### src/rtl/onehot_decoder_pkg.sv
// Shared types for the one-hot decoder sequencer: command modes and FSM states.
package onehot_decoder_pkg;

    typedef enum logic {
        DIRECT = 1'b0,
        SCAN   = 1'b1
    } mode_e;

    typedef enum logic [1:0] {
        IDLE        = 2'd0,
        BUSY_DIRECT = 2'd1,
        BUSY_SCAN   = 2'd2
    } state_e;

endpackage

### src/rtl/onehot_dec_core.sv
// Combinational index-to-one-hot converter; any index >= NUM_OUT yields all zeros.
module onehot_dec_core #(
    parameter int IN_W    = 5,
    parameter int NUM_OUT = 2**IN_W
) (
    input  logic [IN_W-1:0]    index,
    output logic [NUM_OUT-1:0] onehot
);

    // Comparing against every legal position keeps out-of-range indices at zero
    // without relying on shift truncation behaviour.
    always_comb begin
        onehot = '0;
        for (int i = 0; i < NUM_OUT; i++) begin
            if (index == IN_W'(i)) begin
                onehot[i] = 1'b1;
            end
        end
    end

endmodule

### src/rtl/onehot_decoder_seq.sv
// Sequenced one-hot decoder: DIRECT emits one decoded beat, SCAN walks a single
// one from bit 0 up to a (clamped) end index, one beat per output handshake.
module onehot_decoder_seq
    import onehot_decoder_pkg::*;
#(
    parameter int IN_W    = 5,
    parameter int NUM_OUT = 2**IN_W
) (
    input  logic               clk,
    input  logic               rst_n,
    input  logic               valid_in,
    output logic               ready_in,
    input  logic               mode_in,
    input  logic [IN_W-1:0]    data_in,
    output logic               valid_out,
    input  logic               ready_out,
    output logic [NUM_OUT-1:0] data_out,
    output logic [IN_W-1:0]    index_out,
    output logic               last_out,
    output logic               err_out
);

    // One extra bit so that NUM_OUT == 2**IN_W is representable in the compare.
    localparam logic [IN_W:0]   NUM_OUT_EXT = (IN_W+1)'(NUM_OUT);
    localparam logic [IN_W-1:0] MAX_IDX     = IN_W'(NUM_OUT - 1);

    state_e              state, state_nxt;
    logic [IN_W-1:0]     scan_cnt, scan_cnt_nxt;
    logic [IN_W-1:0]     scan_end, scan_end_nxt;
    logic [IN_W-1:0]     scan_inc;
    logic [IN_W-1:0]     idx_nxt;
    logic                last_nxt;
    logic                err_nxt;
    logic                valid_nxt;
    logic                beat_upd;
    logic                accept;
    logic                in_range;
    logic [IN_W-1:0]     clamped_end;
    logic [NUM_OUT-1:0]  onehot;

    assign ready_in    = (state == IDLE) || ((state == BUSY_DIRECT) && ready_out);
    assign accept      = valid_in && ready_in;
    assign in_range    = ({1'b0, data_in} < NUM_OUT_EXT);
    assign clamped_end = in_range ? data_in : MAX_IDX;
    assign scan_inc    = scan_cnt + 1'b1;

    onehot_dec_core #(
        .IN_W    (IN_W),
        .NUM_OUT (NUM_OUT)
    ) u_core (
        .index  (idx_nxt),
        .onehot (onehot)
    );

    // NOTE: every signal written here gets a default first, so no path can leave
    // one unassigned and infer a latch.
    always_comb begin
        state_nxt    = state;
        valid_nxt    = valid_out;
        scan_cnt_nxt = scan_cnt;
        scan_end_nxt = scan_end;
        idx_nxt      = index_out;
        last_nxt     = last_out;
        err_nxt      = err_out;
        beat_upd     = 1'b0;

        case (state)
            BUSY_DIRECT: begin
                if (ready_out) begin
                    state_nxt = IDLE;
                    valid_nxt = 1'b0;
                end
            end
            BUSY_SCAN: begin
                if (ready_out) begin
                    if (last_out) begin
                        state_nxt = IDLE;
                        valid_nxt = 1'b0;
                    end else begin
                        scan_cnt_nxt = scan_inc;
                        idx_nxt      = scan_inc;
                        last_nxt     = (scan_inc == scan_end);
                        beat_upd     = 1'b1;
                    end
                end
            end
            default: begin
            end
        endcase

        // A new command overrides retirement of the previous DIRECT beat.
        if (accept) begin
            valid_nxt = 1'b1;
            err_nxt   = !in_range;
            beat_upd  = 1'b1;
            if (mode_e'(mode_in) == SCAN) begin
                state_nxt    = BUSY_SCAN;
                scan_cnt_nxt = '0;
                scan_end_nxt = clamped_end;
                idx_nxt      = '0;
                last_nxt     = (clamped_end == '0);
            end else begin
                state_nxt = BUSY_DIRECT;
                idx_nxt   = data_in;
                last_nxt  = 1'b1;
            end
        end
    end

    // NOTE: state registers use non-blocking assignments so every flop samples
    // pre-edge values regardless of statement order.
    always_ff @(posedge clk or negedge rst_n) begin
        if (!rst_n) begin
            state     <= IDLE;
            valid_out <= 1'b0;
            data_out  <= '0;
            index_out <= '0;
            last_out  <= 1'b0;
            err_out   <= 1'b0;
            scan_cnt  <= '0;
            scan_end  <= '0;
        end else begin
            state     <= state_nxt;
            valid_out <= valid_nxt;
            scan_cnt  <= scan_cnt_nxt;
            scan_end  <= scan_end_nxt;
            // Beat fields only move on a new beat, so they hold through stalls.
            if (beat_upd) begin
                data_out  <= onehot;
                index_out <= idx_nxt;
                last_out  <= last_nxt;
                err_out   <= err_nxt;
            end
        end
    end

endmodule

### config.mk
export PLATFORM = sky130hd
export DESIGN_NAME = onehot_decoder_seq
export DESIGN_NICKNAME = d
export VERILOG_FILES = /design/src/rtl/onehot_decoder_pkg.sv /design/src/rtl/onehot_dec_core.sv /design/src/rtl/onehot_decoder_seq.sv
export SDC_FILE = /design/constraint.sdc
export NUM_CORES = 1
export LEC_CHECK = 0
export ABC_AREA = 1
export CORE_ASPECT_RATIO = 0.7
export CORE_UTILIZATION = 38
export CTS_CLUSTER_DIAMETER = 30
export CTS_CLUSTER_SIZE = 40
export DETAILED_ROUTE_END_ITERATION = 16
export DONT_BUFFER_PORTS = 1
export MAX_ROUTING_LAYER = met4
export PLACE_DENSITY_LB_ADDON = 0.3
export SLEW_MARGIN = 20
export SYNTH_ARGS = -nofsm -noshare
export SYNTH_HDL_FRONTEND = slang
export SYNTH_SLANG_ARGS = --single-unit
### constraint.sdc
create_clock -name clk -period 1.6 [get_ports clk]
set_clock_uncertainty 0.05 [all_clocks]
set_input_delay 0.24 -clock clk [delete_from_list [all_inputs] [get_ports clk]]
set_output_delay 0.24 -clock clk [all_outputs]
set_load 0.005 [all_outputs]
==> results of run 1 <==
[cell type report]
type	count	area [µm²]	area share
clock buffers	5	68.8	0.0201
repair buffers	38	413	0.121
multi-input cells	225	1380	0.402
inverters	34	135	0.0395
flip-flops and latches	51	1280	0.374
well taps	91	114	0.0333
clock inverters	2	37.5	0.0110
[sequential cells by signal (all words and copies together), names as in the netlist]
register / count
index_out: 5
data_out: 32
state: 2
scan_cnt: 5
scan_end: 5
valid_out: 1
last_out: 1
[cells by family after synthesis]
group | after synthesis
AO/OA/AOI/OAI | 13
adder cells (fa/ha/maj) | 1
buffers and inverters | 44
flip-flops | 51
other | 1
AND/OR/NAND/NOR | 209
[where the power goes]
part	leakage, nW	internal (W)	switching, W
combinational	1.05	0.00120	0.00165
clock	0.0502	0.000458	0.000442
sequential	0.686	0.00160	0.000274
[worst max-delay path by stage]
stage / to / slack (ns)
2_1_floorplan: data_out[30]$_DFFE_PN0P_ / 0.008
3_3_place_gp: data_out[7]$_DFFE_PN0P_ / -0.10
3_5_place_dp: data_out[4]$_DFFE_PN0P_ / -0.12
4_1_cts: data_out[7]$_DFFE_PN0P_ / -0.02
5_1_grt: data_out[10]$_DFFE_PN0P_ / -0.12
6_report: data_out[10]$_DFFE_PN0P_ / -0.06
[per-stage QoR]
step | cell area, µm² | hold WS (ns) | power (W) | setup slack (ns) | TNS (ns)
global placement | 2760 | -0.105 | 0.00369 | -0.102 | -2.38
global route | 3420 | 0.0135 | 0.00596 | -0.122 | -2.85
finish | 3420 | 0.00854 | 0.00562 | -0.0600 | -0.564
floorplan | 2570 | -0.106 | 0.00315 | 0.00790 | 0
detailed placement | 2760 | -0.105 | 0.00373 | -0.123 | -2.80
CTS | 3000 | 0.00809 | 0.00482 | -0.0155 | -0.0967
[synth_stat cells (all sizes together)]
master  number
ha           1
a21oi        6
nor2        27
dfrtp       51
conb         1
nand4        5
o21ai        6
buf          7
nand2      132
a31oi        1
clkbuf       3
inv         34
nand3       45
[metal layers]
layer / vias to the layer above / share of wire / wire length (µm)
li1: 1068 / - / -
met1: 1059 / 0.47 / 3170
met2: 52 / 0.47 / 3160
met3: 7 / 0.054 / 365
met4: 0 / 0.0061 / 41
met5: - / 0 / 0
[what timing repair did]
item | 4_1_cts | 5_1_grt
pin swaps | 7 | 22
endpoints found under the hold margin | 52 | 0
gates cloned | 1 | 0
resized for setup | 12 | 62
setup endpoints to repair | 33 | 33
hold buffers | 3 | 0
buffers inserted | 4 | 13
==> results.yml, run 1 <==
pwr:
  power_leakage_nw: 1.79
  power_density_nw_per_um2: 1640
  vdd_drop_max_v: 0.000702
clock_tree:
  cts.clk_slew.worst_paths_ns: 0.10
  htree_num_levels: 2
  cts_tree: "yes"
  root_buffer: "clkbuf_8"
  cts_buffer_depth: 2
  cts.sinks: 51
  cts_buffers: 5
  clk_latency_ns: 0.30
worst_setup_path:
  crit-reg2reg-launch: "state[0]$_DFFE_PN0P_"
  r2r_end: "data_out[10]$_DFFE_PN0P_"
  cp.depth: 11
  critPathKind: "reg -> reg"
  path_cells: "inv_1, nand2_2, nor2_4, buf_12, nand2_2, nand2_2, nor2_4, nor2_4, buf_12, nand3_1, nand2_1"
  cp_num_buf_inv: 3
  worstSetupStartpointType: "register"
  cp-startpoint: "state[0]$_DFFE_PN0P_"
  r2r_setup_slack_ns: -0.06
  cpMaxStageDelayCell: "dfrtp_2"
  required_ns: 1.80
  critPathMaxFanout: 8
  worstPathArrival_ns: 1.86
  end_kind: "register"
  crit_family: "simple AND/OR/NAND/NOR gates"
  worstRegToRegCells: 11
  slowest_delay_ns: 0.46
final_layout:
  fin_cells: 446
  drive_gt1_frac: 0.335
  final_common_cell: "nand2_1"
  mostFrequentLayoutCells: "113 x nand2_1, 49 x dfrtp_1, 26 x inv_1"
  fill_cells: 590
  n_antenna_cell: 0
  postLayoutCoreUtil: 0.538
  syn2layout_area_growth_pct: 33.2
  fin_nets: 366
timing:
  fin_ws_ns: -0.0600
  finalCritPeriodShare: 1.04
  drv_slew: 0
  fmax_ghz: 0.602
  final-setup-viol-count: 22
  rsz0062_at_grt: "yes"
  final_hold_viol_count: 0
  finalCriticalPeriod_ns: 1.66
die:
  design.portCount: 51
  coreArea_um2: 6370
  die_x_um: 100
  die_h_um: 70.8
  rows: 24
  initial_core_util: 0.404
  dieArea_um2: 7100
global_routing:
  busiest_layer: "met2"
  first_global_vias: 2049
  antenna_found_initial: 0
  grt_max_degree: 52
  track_usage: 0.198
  gr-total-overflow: 0
  grt_pass1_wl_mm: 10.5
  grt_use_met1: 0.282
  met3_usage: 0.0455
  use_met2: 0.287
route:
  dr.first_iter.drc_count: 130
  drtPass1Iterations: 4
  wire_per_inst_um: 15.1
  post-route-drc-count: 0
  dr_total_vias: 2186
  wirelength_mm: 6.74
  viasPerCell: 4.90
  postRouteAntennaNets: 0
yosys:
  synthXorXnorAreaFrac: 0
  yosys.area.top_type: "dfrtp_1"
  yosys-top-cells-area: "dfrtp_1 50%, nand2_1 19%, nand3_1 6.6%, inv_1 4.2%, nand3_2 2.7%"
  synth_cells: 319
  netlist_area_um2: 2570
  yosys.area_share.adder: 0.00487
  yosysTopAreaCellShare: 0.497
  muxShareOfSynthArea: 0
  avgSynthCellArea_um2: 8.06
  ys_types: 24
  syn_nets: 330
  synth_top_family_by_area: "simple AND/OR/NAND/NOR gates"
  synth-simple-area-share: 0.392
  yosysWarnings: 0
  synth_seq_cells: 51
  synth_compound_gate_area_share: 0.0258
  seq_area_frac_synth: 0.497
placement:
  dp_hpwl_mm: 4.35
  io_buffers: 0
  place_inst: 418
  place.gp.congestion: 0.810
status:
  status: "complete, but fails checks"
  violations: "negative setup slack"
worst_hold_path:
  hp-class: "in -> reg"
  min_path_cells: 2
  holdPathEnd: "scan_end[2]$_DFFE_PN0P_"
  min_from: "data_in[2]"
flow_run:
  cap_violations: 0
No activity file was read; power rests on OpenSTA's default activity.
==> inputs of run 2 (changes only) <==
==> constraint.sdc (replaced) <==
create_clock -name clk -period 1.46 [get_ports clk]
set_clock_uncertainty 0.05 [all_clocks]
set_input_delay 0.219 -clock clk [delete_from_list [all_inputs] [get_ports clk]]
set_output_delay 0.219 -clock clk [all_outputs]
set_load 0.005 [all_outputs]
==> run 2 against run 1 <==
- the flow finishes with violations (negative hold slack, negative setup slack)
- die area unchanged
- maximum frequency is 7.9% lower
- combinational power increased by 35%
- first-iteration DRC count grew 110%
- global-route usage increased by 2.1 points
- register-to-register slack worse by 0.28 ns
- utilization grew 6.1 points
- setup slack worse by 0.28 ns
- critical path depth shrank 1
- largest cell class unchanged
==> results.yml, run 2 (synthesis results as in run 1) <==
pwr:
  total_power_w: 0.00715
  power_leakage_nw: 1.97
  power_density_nw_per_um2: 1880
  vdd_drop_max_v: 0.00101
clock_tree:
  cts.clk_slew.worst_paths_ns: 0.11
  cts_buffer_depth: 2
  root_buffer: "clkbuf_8"
  cts.sinks: 51
  hold_buffers: 6
  cts_buffers: 5
  clk_latency_ns: 0.32
  htree_num_levels: 2
  cts_tree: "yes"
route:
  met3_length_um: 699
  dr_total_vias: 2454
  wl_met1_mm: 3.35
  viasPerCell: 5.28
  routed.top_layer: "met4"
  wire_per_inst_um: 17.6
  met2_length_mm: 3.88
  wirelength_mm: 8.20
  dr.first_iter.drc_count: 269
  post-route-drc-count: 0
  postRouteAntennaNets: 0
  drtPass1Iterations: 5
die:
  coreArea_um2: 6370
  dieArea_um2: 7100
  die_h_um: 70.8
  design.portCount: 51
  initial_core_util: 0.404
  die_x_um: 100
  rows: 24
worst_setup_path:
  critPathMaxFanout: 8
  end_kind: "register"
  cpMaxStageDelayCell: "dfrtp_1"
  path_cells: "ha_4, nand3_2, nand2_1, nand2_2, nand2_4, nand3_4, nand2_2, clkinv_4, nand2_1, nand2_1"
  slowest_delay_ns: 0.48
  worstPathArrival_ns: 1.96
  required_ns: 1.62
  crit_top_cell: "nand2_1"
  critPathKind: "reg -> reg"
  worstSetupStartpointType: "register"
placement:
  place_inst: 426
  dp_hpwl_mm: 4.39
  io_buffers: 0
  place.gp.congestion: 0.837
timing:
  finalCriticalPeriod_ns: 1.80
  finalCritPeriodShare: 1.23
  fmax_ghz: 0.555
  final-setup-viol-count: 45
  hold_ws_ns: -0.477
  final_hold_viol_count: 51
  drv_slew: 0
  rsz0062_at_grt: "yes"
  fin_ws_ns: -0.342
global_routing:
  grt_max_degree: 52
  first_global_vias: 2268
  gr-total-overflow: 0
  track_usage: 0.220
  antenna_found_initial: 0
  grt_pass1_wl_mm: 11.5
status:
  violations: "negative hold slack, negative setup slack"
  status: "complete, but fails checks"
final_layout:
  largest_register: "data_out"
  syn2layout_area_growth_pct: 48.3
  drive_gt1_frac: 0.455
  fin_cells: 465
  fin_nets: 384
  mostFrequentLayoutCells: "100 x nand2_1, 49 x dfrtp_1, 25 x nand3_2"
  largest_reg_flops: 32
  final_common_cell: "nand2_1"
  n_antenna_cell: 0
flow_run:
  cap_violations: 0
worst_hold_path:
  hp-class: "in -> async"
-- run 2: cell count changes in the layout (fill, tap and decap cells not counted), sizes merged --
cell,delta
buf,+12
bufinv,+1
clkinv,+1
dlygate4sd3,+4
nand3,+1
-- run 2: critical path: cells and delay by family (launching register included) --
kind | cells | cell delay, ns
fa+ha+maj | 1 | 0.22
buf+inv | 1 | 0.13
simple gates | 8 | 0.80
flops | 1 | 0.48
-- run 2: timing repair --
action	4_1_cts	5_1_grt
hold endpoints to repair	57	51
resized for setup	77	67
pin swaps	21	30
endpoints found under the setup margin	47	48
setup buffers	16	8
gates cloned	3	1
-- run 2: cell type report --
cell class	instances	area, µm²
Inverter	34	145
Tap cell	91	114
Clock inverter	3	67.6
Timing Repair inverter	1	8.76
Timing Repair Buffer	54	558
Sequential cell	51	1280
Clock buffer	5	68.8
Multi-Input combinational cell	226	1570
Fill cell	507	2550
-- run 2: routing by layer --
| layer | vias to the layer above | track usage |
|---|---|---|
| li1 | 1109 | - |
| met3 | 33 | 0.0563 |
| met2 | 131 | 0.321 |
| met5 | - | - |
| met4 | 0 | 0.0709 |
| met1 | 1181 | 0.299 |
-- run 2: per-stage QoR --
step / worst slack [ns] / cell area (µm²) / setup TNS (ns) / utilization
4_1_cts: -0.169 / 3500 / -4.76 / 0.549
3_3_place_gp: -0.310 / 2890 / -8.43 / 0.453
2_1_floorplan: -0.0392 / 2630 / -0.397 / -
5_1_grt: -0.400 / 3810 / -12.71 / 0.599
6_report: -0.342 / 3810 / -10.19 / 0.599
3_5_place_dp: -0.312 / 2890 / -8.95 / 0.453
-- run 2: final timing paths --
| path | start | cells past startpoint | slack, ns | end |
|---|---|---|---|---|
| setup / recovery | scan_cnt[0]$_DFF_PN0_ | 10 | -0.34 | data_out[27]$_DFFE_PN0P_ |
| hold reg to reg | data_out[26]$_DFFE_PN0P_ | 2 | 0.46 | data_out[26]$_DFFE_PN0P_ |
| max in group asynchronous | rst_n | 0 | 1.73 | data_out[2]$_DFFE_PN0P_ |
| setup reg to reg | scan_cnt[0]$_DFF_PN0_ | 10 | -0.34 | data_out[27]$_DFFE_PN0P_ |
| hold / removal | rst_n | 0 | -0.48 | state[0]$_DFFE_PN0P_ |
| min in group clk | valid_in | 2 | 0.06 | index_out[4]$_DFFE_PN0P_ |
-- run 2: report_power, final --
part | internal, W | switching, W | total, W
logic | 0.00168 | 0.00217 | 0.00385
clock network | 0.000684 | 0.000520 | 0.00120
registers | 0.00175 | 0.000350 | 0.00210
total | 0.00411 | 0.00304 | 0.00715
